`config.mk`:
```
export PLATFORM = sky130hd
export DESIGN_NAME = lea_reg_load_ctrl
export DESIGN_NICKNAME = d
export VERILOG_FILES = /design/src/rtl/lea_reg_load_ctrl.sv
export SDC_FILE = /design/constraint.sdc
export NUM_CORES = 1
export LEC_CHECK = 0
export BUFFER_PORTS_ARGS = -buffer_cell sky130_fd_sc_hd__buf_4
export CAP_MARGIN = 20
export CORE_UTILIZATION = 40
export DETAILED_ROUTE_END_ITERATION = 10
export PLACE_DENSITY = 0.75
export SYNTH_ARGS = -nofsm -noshare
export SYNTH_HDL_FRONTEND = slang
export SYNTH_SLANG_ARGS = --single-unit
```
`constraint.sdc`:
```
create_clock -name clk -period 1.5 [get_ports clk]
set_input_delay 0.075 -clock clk [delete_from_list [all_inputs] [get_ports clk]]
set_output_delay 0.075 -clock clk [all_outputs]
set_load 0.005 [all_outputs]
```
`src/rtl/lea_reg_load_ctrl.sv`:
```
// lea_reg_load_ctrl
// Byte-wise load/unload sequencer for the LEA 128-bit state register bank.
// Accepts NBYTES bytes over a valid/ready stream and steers each one into the
// next bank register through a one-hot clock-enable. It then pulses the round
// core, waits for completion, and streams the result bytes back out by stepping
// the bank read-mux select.
//
// Build option:
//   LEA_CTRL_REVERSE_EN  when defined, byte k maps to register NBYTES-1-k for
//                        both loading and unloading. Otherwise byte k maps to
//                        register k.
//
// Ports:
//   clk        rising-edge clock
//   rst_n      asynchronous active-low reset
//   clear      synchronous abort to IDLE
//   in_valid   input byte valid
//   in_ready   controller can accept a byte (IDLE/LOAD)
//   in_data    input byte
//   reg_din    data to all bank register Din pins (in_data, combinational)
//   reg_ce     one-hot bank register clock-enable (combinational)
//   start      one-cycle start pulse to the round core
//   done       core completion, only looked at in WAIT
//   out_valid  result byte available at the bank read mux
//   out_ready  consumer accepts the result byte
//   out_sel    bank read-mux select
//   busy       high in START, WAIT and UNLOAD
//
// state  | meaning
// IDLE   | no operation in progress, waiting for the first byte
// LOAD   | bytes being written into the bank
// START  | single-cycle start pulse to the core
// WAIT   | core running, waiting for done
// UNLOAD | result bytes presented on the read mux
module lea_reg_load_ctrl #(
    parameter int NBYTES = 16,
    parameter int IW     = $clog2(NBYTES)
) (
    input  logic              clk,
    input  logic              rst_n,
    input  logic              clear,
    input  logic              in_valid,
    output logic              in_ready,
    input  logic [7:0]        in_data,
    output logic [7:0]        reg_din,
    output logic [NBYTES-1:0] reg_ce,
    output logic              start,
    input  logic              done,
    output logic              out_valid,
    input  logic              out_ready,
    output logic [IW-1:0]     out_sel,
    output logic              busy
);

    typedef enum logic [2:0] {
        S_IDLE,
        S_LOAD,
        S_START,
        S_WAIT,
        S_UNLOAD
    } state_t;

    localparam logic [IW-1:0] LAST = IW'(NBYTES - 1);

    state_t        state, state_nxt;
    logic [IW-1:0] cnt, cnt_nxt;
    logic          accept;
    logic          xfer;
    logic          start_q, out_valid_q, busy_q;
    logic [IW-1:0] out_sel_q;

    function automatic logic [IW-1:0] map_idx(input logic [IW-1:0] k);
`ifdef LEA_CTRL_REVERSE_EN
        return LAST - k;
`else
        return k;
`endif
    endfunction

    assign in_ready = (state == S_IDLE) || (state == S_LOAD);
    // A byte arriving together with clear is dropped: no write, no count.
    assign accept   = in_valid && in_ready && !clear;
    assign xfer     = (state == S_UNLOAD) && out_valid_q && out_ready;
    assign reg_din  = in_data;
    assign reg_ce   = accept ? (NBYTES'(1) << map_idx(cnt)) : '0;

    always_comb begin
        state_nxt = state;
        cnt_nxt   = cnt;
        if (clear) begin
            state_nxt = S_IDLE;
            cnt_nxt   = '0;
        end else begin
            case (state)
                S_IDLE, S_LOAD: begin
                    if (accept) begin
                        if (cnt == LAST) begin
                            state_nxt = S_START;
                            cnt_nxt   = '0;
                        end else begin
                            state_nxt = S_LOAD;
                            cnt_nxt   = cnt + IW'(1);
                        end
                    end
                end
                S_START: begin
                    state_nxt = S_WAIT;
                end
                S_WAIT: begin
                    if (done) begin
                        state_nxt = S_UNLOAD;
                        cnt_nxt   = '0;
                    end
                end
                S_UNLOAD: begin
                    if (xfer) begin
                        if (cnt == LAST) begin
                            state_nxt = S_IDLE;
                            cnt_nxt   = '0;
                        end else begin
                            cnt_nxt = cnt + IW'(1);
                        end
                    end
                end
                default: begin
                    state_nxt = S_IDLE;
                    cnt_nxt   = '0;
                end
            endcase
        end
    end

    // Handshake-facing outputs are flopped from the next-state decode so they
    // change cleanly on the clock edge together with the state.
    always_ff @(posedge clk or negedge rst_n) begin
        if (!rst_n) begin
            state       <= S_IDLE;
            cnt         <= '0;
            start_q     <= 1'b0;
            out_valid_q <= 1'b0;
            busy_q      <= 1'b0;
            out_sel_q   <= '0;
        end else begin
            state       <= state_nxt;
            cnt         <= cnt_nxt;
            start_q     <= (state_nxt == S_START);
            out_valid_q <= (state_nxt == S_UNLOAD);
            busy_q      <= (state_nxt == S_START) || (state_nxt == S_WAIT) ||
                           (state_nxt == S_UNLOAD);
            out_sel_q   <= (state_nxt == S_UNLOAD) ? map_idx(cnt_nxt) : '0;
        end
    end

    assign start     = start_q;
    assign out_valid = out_valid_q;
    assign busy      = busy_q;
    assign out_sel   = out_sel_q;

endmodule

```
==> flow_metrics.env, run 1 <==
export IMPL_synth_seq_cells=14
export IMPL_min_period_over_period_pct=111
export IMPL_dp_hpwl_um=1530
export IMPL_fin_setup_tns_ns=-2.85
export IMPL_drt_iter0_drc=10
export IMPL_crit_chain="nor4b_4 -> buf_4 -> and2_4 -> and3_4 -> buf_6"
export IMPL_tightest_slew_ns=0.284
export IMPL_synth_cell_types=26
export IMPL_relSlewSlack_pct=81.0
export IMPL_finalMaxSlewViolations=0
export IMPL_ant_nets=0
export IMPL_rows=16
export IMPL_first_global_vias=775
export IMPL_holdCritStartpoint="done"
export IMPL_criticalPathCategory="reg2out"
export IMPL_grt_usage_pct=18.2
export IMPL_port_buffers=29
export IMPL_nets=156
export IMPL_ioPinCount=46
export IMPL_crit_start="state[1]"
export IMPL_cts_root_buffer="clkbuf_4"
export IMPL_cp_num_buf_inv=2
export IMPL_crit_path_end_kind="output pin"
export IMPL_cts_max_level=1
export IMPL_yosysWarnings=0
export IMPL_grt_max_degree=15
export IMPL_worstPathArrival_ns=1.59
export IMPL_grt_pass1_wl_um=3420
export IMPL_drc=0
export IMPL_via_count=840
export IMPL_final_setup_worst_slack_ns=-0.161
export IMPL_max_freq_mhz=602
export IMPL_die_x_um=49.2
export IMPL_grt_setup_unrepaired="yes"
export IMPL_synth_area_um2=891
export IMPL_cts_sinks=14
export IMPL_antenna_found_initial=0
export IMPL_synth_nets=112
export IMPL_required_ns=1.42
export IMPL_synth_cells=92
export IMPL_r2r_start="state[1]"
export IMPL_cts_max_path_buffers=2
export IMPL_die_area_um2=2420
export IMPL_synth_seq_area_share_pct=39.3
export IMPL_core_area_um2=2020
export IMPL_place_ws_ns=-0.0629
export IMPL_diodes=0
export IMPL_cts_tree="built"
export IMPL_nFillCells=168
export IMPL_wl_per_cell_um=13.7
export IMPL_clk_pin_slew_worst_paths_ns=0.07
export IMPL_clk_insertion_delay_late_ns=0.27
export IMPL_setup_viol=25
export IMPL_crit_slowest_cell="dfrtp_2"
export IMPL_clock_skew_ns=0.000661
export IMPL_failed_checks="negative setup slack"
export IMPL_r2r_setup_slack_ns=-0.14
export IMPL_dr_pass1_iters=4
export IMPL_start_util_pct=44.1
export IMPL_fin_crit_ns=1.66
export IMPL_finalWirelength_um=2210
export IMPL_drive_above_1_share_pct=60.4
export IMPL_synthToLayoutAreaGrowth_pct=54.4
export IMPL_outcome="finished, violations left"
export IMPL_slowest_delay_ns=0.42
export IMPL_p_per_area_nw_per_um2=505
export IMPL_cp_start_kind="flip-flop"
export IMPL_hold_path_class="in2reg"
export IMPL_die_h_um=49.2
export IMPL_vdd_ir_drop_max_v=0.000667
export IMPL_grt_overflow_total=0
export IMPL_worstPathMaxFanout=6
export IMPL_place_congestion=0.763
export IMPL_cts_inserted_buffers=3
export IMPL_cpLargestDelayFamily="simple AND/OR/NAND/NOR gates"
export IMPL_avgSynthCellArea_um2=9.68
export IMPL_cap_violations=0
export IMPL_routed_via_density=5.22
export IMPL_regArea_um2=353
export IMPL_multi_input_area_um2=551
export IMPL_hold_viol=0
export IMPL_power_leakage_nw=0.711
-- what timing repair did --
action	CTS	global route
cloned	0	0
hold endpoints to repair	14	0
buffers inserted	5	2
setup endpoints to repair	22	28
hold buffers	1	0
pin swaps	2	9
resized for setup	10	24
-- state kept, by name, indices dropped and copies added (netlist names) --
signal	count
busy	1
cnt	4
out_sel	4
out_valid	1
start	1
state	3
-- Yosys cell counts (all sizes together) --
cell type / n / area, µm²
o311a: 1 / 10.0
inv: 7 / 26.3
o32a: 1 / 11.3
a222oi: 1 / 10.0
and2b: 1 / 8.76
a21o: 2 / 16.3
a211oi: 2 / 15.0
nand2b: 3 / 18.8
a2bb2oi: 2 / 17.5
nor2: 8 / 30.0
ha: 6 / 75.1
nor3b: 1 / 12.5
o21ai: 2 / 10.0
dfrtp: 14 / 350
a31oi: 1 / 12.5
a21oi: 2 / 10.0
and2: 2 / 15.0
nor3: 1 / 5.00
nand3: 2 / 10.0
nor4b: 1 / 23.8
a31o: 1 / 8.76
and3: 17 / 111
buf: 8 / 60.1
nand2: 6 / 22.5
-- worst register-to-register path, delay by kind of cell (launching register included) --
kind            cells  cell delay, ns
buf+inv             2            0.32
flops               1            0.42
compound gates      2            0.47
simple gates        2            0.35
-- final timing paths --
| check | to | depth (start not counted) |
|---|---|---|
| worst max-delay path | reg_ce[5] | 5 |
| worst min-delay path | state[1] | 4 |
| worst max register to register | cnt[3] | 6 |
| worst min register to register | cnt[2] | 3 |
| max in group asynchronous | state[1] | 2 |
| min in group asynchronous | out_sel[3] | 2 |
-- metrics by stage --
stage                     hold WS (ns)  util [%]  cells  power [mW]  instance area, µm²
after global routing             0.150      68.0    161       0.731                1380
after global placement         -0.0736      57.2    150       0.474                1160
after detailed placement       -0.0676      57.2    150       0.478                1160
after floorplan                 -0.221         -     92       0.450                 891
after CTS                        0.126      62.7    159       0.693                1270
final                            0.144      68.0    161       0.695                1380
-- cell usage in the layout (no fill, tap or decap), types with 2 or more instances in the layout --
| cell type | instances |
|---|---|
| buf_4 | 37 |
| dfrtp_1 | 12 |
| and3_4 | 10 |
| buf_6 | 9 |
| inv_1 | 6 |
| nor2_1 | 6 |
| nand2_1 | 6 |
| ha_1 | 6 |
| and3_1 | 4 |
| nand2b_1 | 3 |
| and3_2 | 3 |
| clkbuf_4 | 3 |
| a21o_2 | 2 |
| nand3_1 | 2 |
| nor2_2 | 2 |
| and2_4 | 2 |
| dfrtp_2 | 2 |
-- per-layer routing --
metal / part of all wire, % / vias up / global-route usage [%]
li1: - / 404 / -
met1: 41 / 388 / 23.2
met2: 51 / 38 / 29.7
met3: 5.1 / 10 / 2.49
met4: 2.5 / 0 / 9.31
met5: 0 / - / 0
-- area by class of cell --
class	instances	share of cell area, %
sequential	14	25.7
inverter	7	1.91
clock buffer	3	1.64
multi-input combinational	63	40.0
tap	27	2.46
timing repair buffer	47	28.3
-- power breakdown --
group          total [mW]  leakage (nW)  switching [mW]  internal [mW]
Sequential          0.386         0.191         0.00498          0.381
Combinational       0.113         0.506          0.0528         0.0599
Clock               0.196        0.0138           0.103         0.0928
-- kinds of logic (layout without fill, tap and decap cells) --
group	after synthesis	in the layout	share of synthesized area (%)
AOI/OAI and AO/OA	15	15	13.6
adders and majority gates	6	6	8.43
buffers and inverters	15	57	9.69
DFF	14	14	39.3
and+or+nand+nor	42	42	28.9
No activity file was read; power rests on OpenSTA's default activity.
==> run 2: changes to the inputs <==
==> config.mk (replaced) <==
export PLATFORM = sky130hd
export DESIGN_NAME = lea_reg_load_ctrl
export DESIGN_NICKNAME = d
export VERILOG_FILES = /design/src/rtl/lea_reg_load_ctrl.sv
export SDC_FILE = /design/constraint.sdc
export NUM_CORES = 1
export LEC_CHECK = 0
export CAP_MARGIN = 20
export CORE_UTILIZATION = 50
export DETAILED_ROUTE_END_ITERATION = 10
export DONT_BUFFER_PORTS = 1
export PLACE_DENSITY = 0.68
export SYNTH_ARGS = -nofsm -noshare
export SYNTH_HDL_FRONTEND = slang
export SYNTH_SLANG_ARGS = --single-unit
==> flow_metrics.env, run 2 (same netlist as run 1, synthesis figures left out) <==
export IMPL_die_x_um=44.2
export IMPL_wl_per_cell_um=17.4
export IMPL_finalWirelength_um=2100
export IMPL_vdd_ir_drop_max_v=0.000513
export IMPL_crit_path_end_kind="output pin"
export IMPL_place_congestion=0.838
export IMPL_routed_via_density=6.08
export IMPL_cts_inserted_buffers=3
export IMPL_grt_pass1_wl_um=3110
export IMPL_ant_nets=0
export IMPL_dr_pass1_iters=8
export IMPL_nFillCells=110
export IMPL_final_setup_worst_slack_ns=-0.117
export IMPL_p_per_area_nw_per_um2=582
export IMPL_core_area_um2=1580
export IMPL_busiest_layer="met2"
export IMPL_first_global_vias=744
export IMPL_max_freq_mhz=618
export IMPL_grt_setup_unrepaired="yes"
export IMPL_dp_hpwl_um=1340
export IMPL_diodes=0
export IMPL_antenna_found_initial=0
export IMPL_finalMaxSlewViolations=0
export IMPL_relSlewSlack_pct=60.7
export IMPL_multi_input_area_um2=617
export IMPL_cp_start_kind="flip-flop"
export IMPL_worstPathArrival_ns=1.54
export IMPL_die_h_um=44.2
export IMPL_drc=5
export IMPL_fin_crit_ns=1.62
export IMPL_cts_max_path_buffers=2
export IMPL_start_util_pct=56.5
export IMPL_port_buffers=0
export IMPL_power_leakage_nw=0.562
export IMPL_rows=14
export IMPL_cts_tree="built"
export IMPL_grt_usage_pct=21.5
export IMPL_final_cell_mix="buf_4 (17), and3_4 (12), dfrtp_1 (12)"
export IMPL_grt_overflow_total=0
export IMPL_clock_skew_ns=0.000646
export IMPL_place_ws_ns=-0.0392
export IMPL_min_period_over_period_pct=108
export IMPL_grtUsageMet2_pct=35.3
export IMPL_clk_insertion_delay_late_ns=0.27
export IMPL_cts_max_level=1
export IMPL_setup_viol=22
export IMPL_tightest_slew_ns=0.588
export IMPL_synthToLayoutAreaGrowth_pct=32.0
export IMPL_outcome="finished, violations left"
export IMPL_ioPinCount=46
export IMPL_grt_use_met1_pct=26.9
export IMPL_cap_violations=0
export IMPL_hold_viol=0
export IMPL_drt_iter0_drc=15
export IMPL_nets=127
export IMPL_drive_above_1_share_pct=53.3
export IMPL_failed_checks="design-rule violations, negative setup slack"
export IMPL_grt_use_met3_pct=3.67
export IMPL_grt_max_degree=15
export IMPL_worstPathMaxFanout=6
export IMPL_hold_path_class="in2reg"
export IMPL_cts_sinks=14
export IMPL_via_count=736
export IMPL_die_area_um2=1950
export IMPL_final_common_cell="buf_4"
export IMPL_regArea_um2=353
export IMPL_required_ns=1.42
export IMPL_clk_pin_slew_worst_paths_ns=0.07
export IMPL_criticalPathCategory="reg2out"
export IMPL_final_util_pct=74.6
export IMPL_cts_root_buffer="clkbuf_4"
## run 2: cell count changes in the layout (fill, tap and decap cells not counted), moves of 2 or more
cell     delta
nand2_1     -2
and3_4      +2
buf_4      -20
nand2_2     +2
buf_6       -9
## run 2: metrics by stage
| step | instance area (µm²) | hold WS, ns | TNS (ns) | instances | power [mW] |
|---|---|---|---|---|---|
| final | 1180 | 0.0640 | -1.77 | 121 | 0.685 |
| after global routing | 1180 | 0.0769 | -3.22 | 121 | 0.719 |
| after CTS | 1050 | 0.0278 | -1.66 | 120 | 0.681 |
| after detailed placement | 941 | -0.220 | -0.152 | 112 | 0.455 |
| after global placement | 941 | -0.220 | -0.0389 | 112 | 0.454 |
| after floorplan | 891 | -0.221 | 0 | 92 | 0.450 |
## run 2: final cells by class
cell class                      count  share of cell area (%)
Multi-Input combinational cell     63                    52.4
Sequential cell                    14                    30.0
Timing Repair Buffer               18                    11.7
Tap cell                           16                    1.70
Inverter                            7                    2.23
Clock buffer                        3                    1.91
## run 2: layer usage
metal | vias to the layer above | share of wire [%]
met5 | - | 0
met4 | 0 | 1.7
met3 | 5 | 7.0
met2 | 35 | 50
met1 | 354 | 41
li1 | 342 | -
## run 2: worst paths after layout
| kind | from | end | cells after the start | slack [ns] |
|---|---|---|---|---|
| min in group asynchronous | rst_n | out_sel[2] | 1 | 0.24 |
| max in group asynchronous | rst_n | state[2] | 1 | 0.84 |
| hold / removal | done | state[1] | 3 | 0.06 |
| hold reg to reg | cnt[0] | out_sel[0] | 4 | 0.76 |
| setup reg to reg | state[1] | cnt[3] | 5 | -0.10 |
| setup / recovery | state[1] | reg_ce[14] | 4 | -0.12 |
## run 2: where the power goes
| group | total [mW] | switching (mW) | internal (mW) |
|---|---|---|---|
| Clock | 0.193 | 0.0998 | 0.0930 |
| Sequential | 0.385 | 0.00361 | 0.382 |
| Combinational | 0.107 | 0.0519 | 0.0552 |
## run 2: worst max-delay path, stage by stage, from the launching register on
cell     delay (ns)
dfrtp_2        0.46
nor4b_4        0.28
buf_4          0.17
and2_4         0.17
and3_4         0.18
## run 2: timing repair
item                                   in CTS  in global routing
buffers inserted                            4                  1
setup endpoints to repair                  22                 28
endpoints found under the hold margin      14                  0
pin swaps                                   5                 16
gates resized for setup                    12                 23
hold buffers                                1                  0
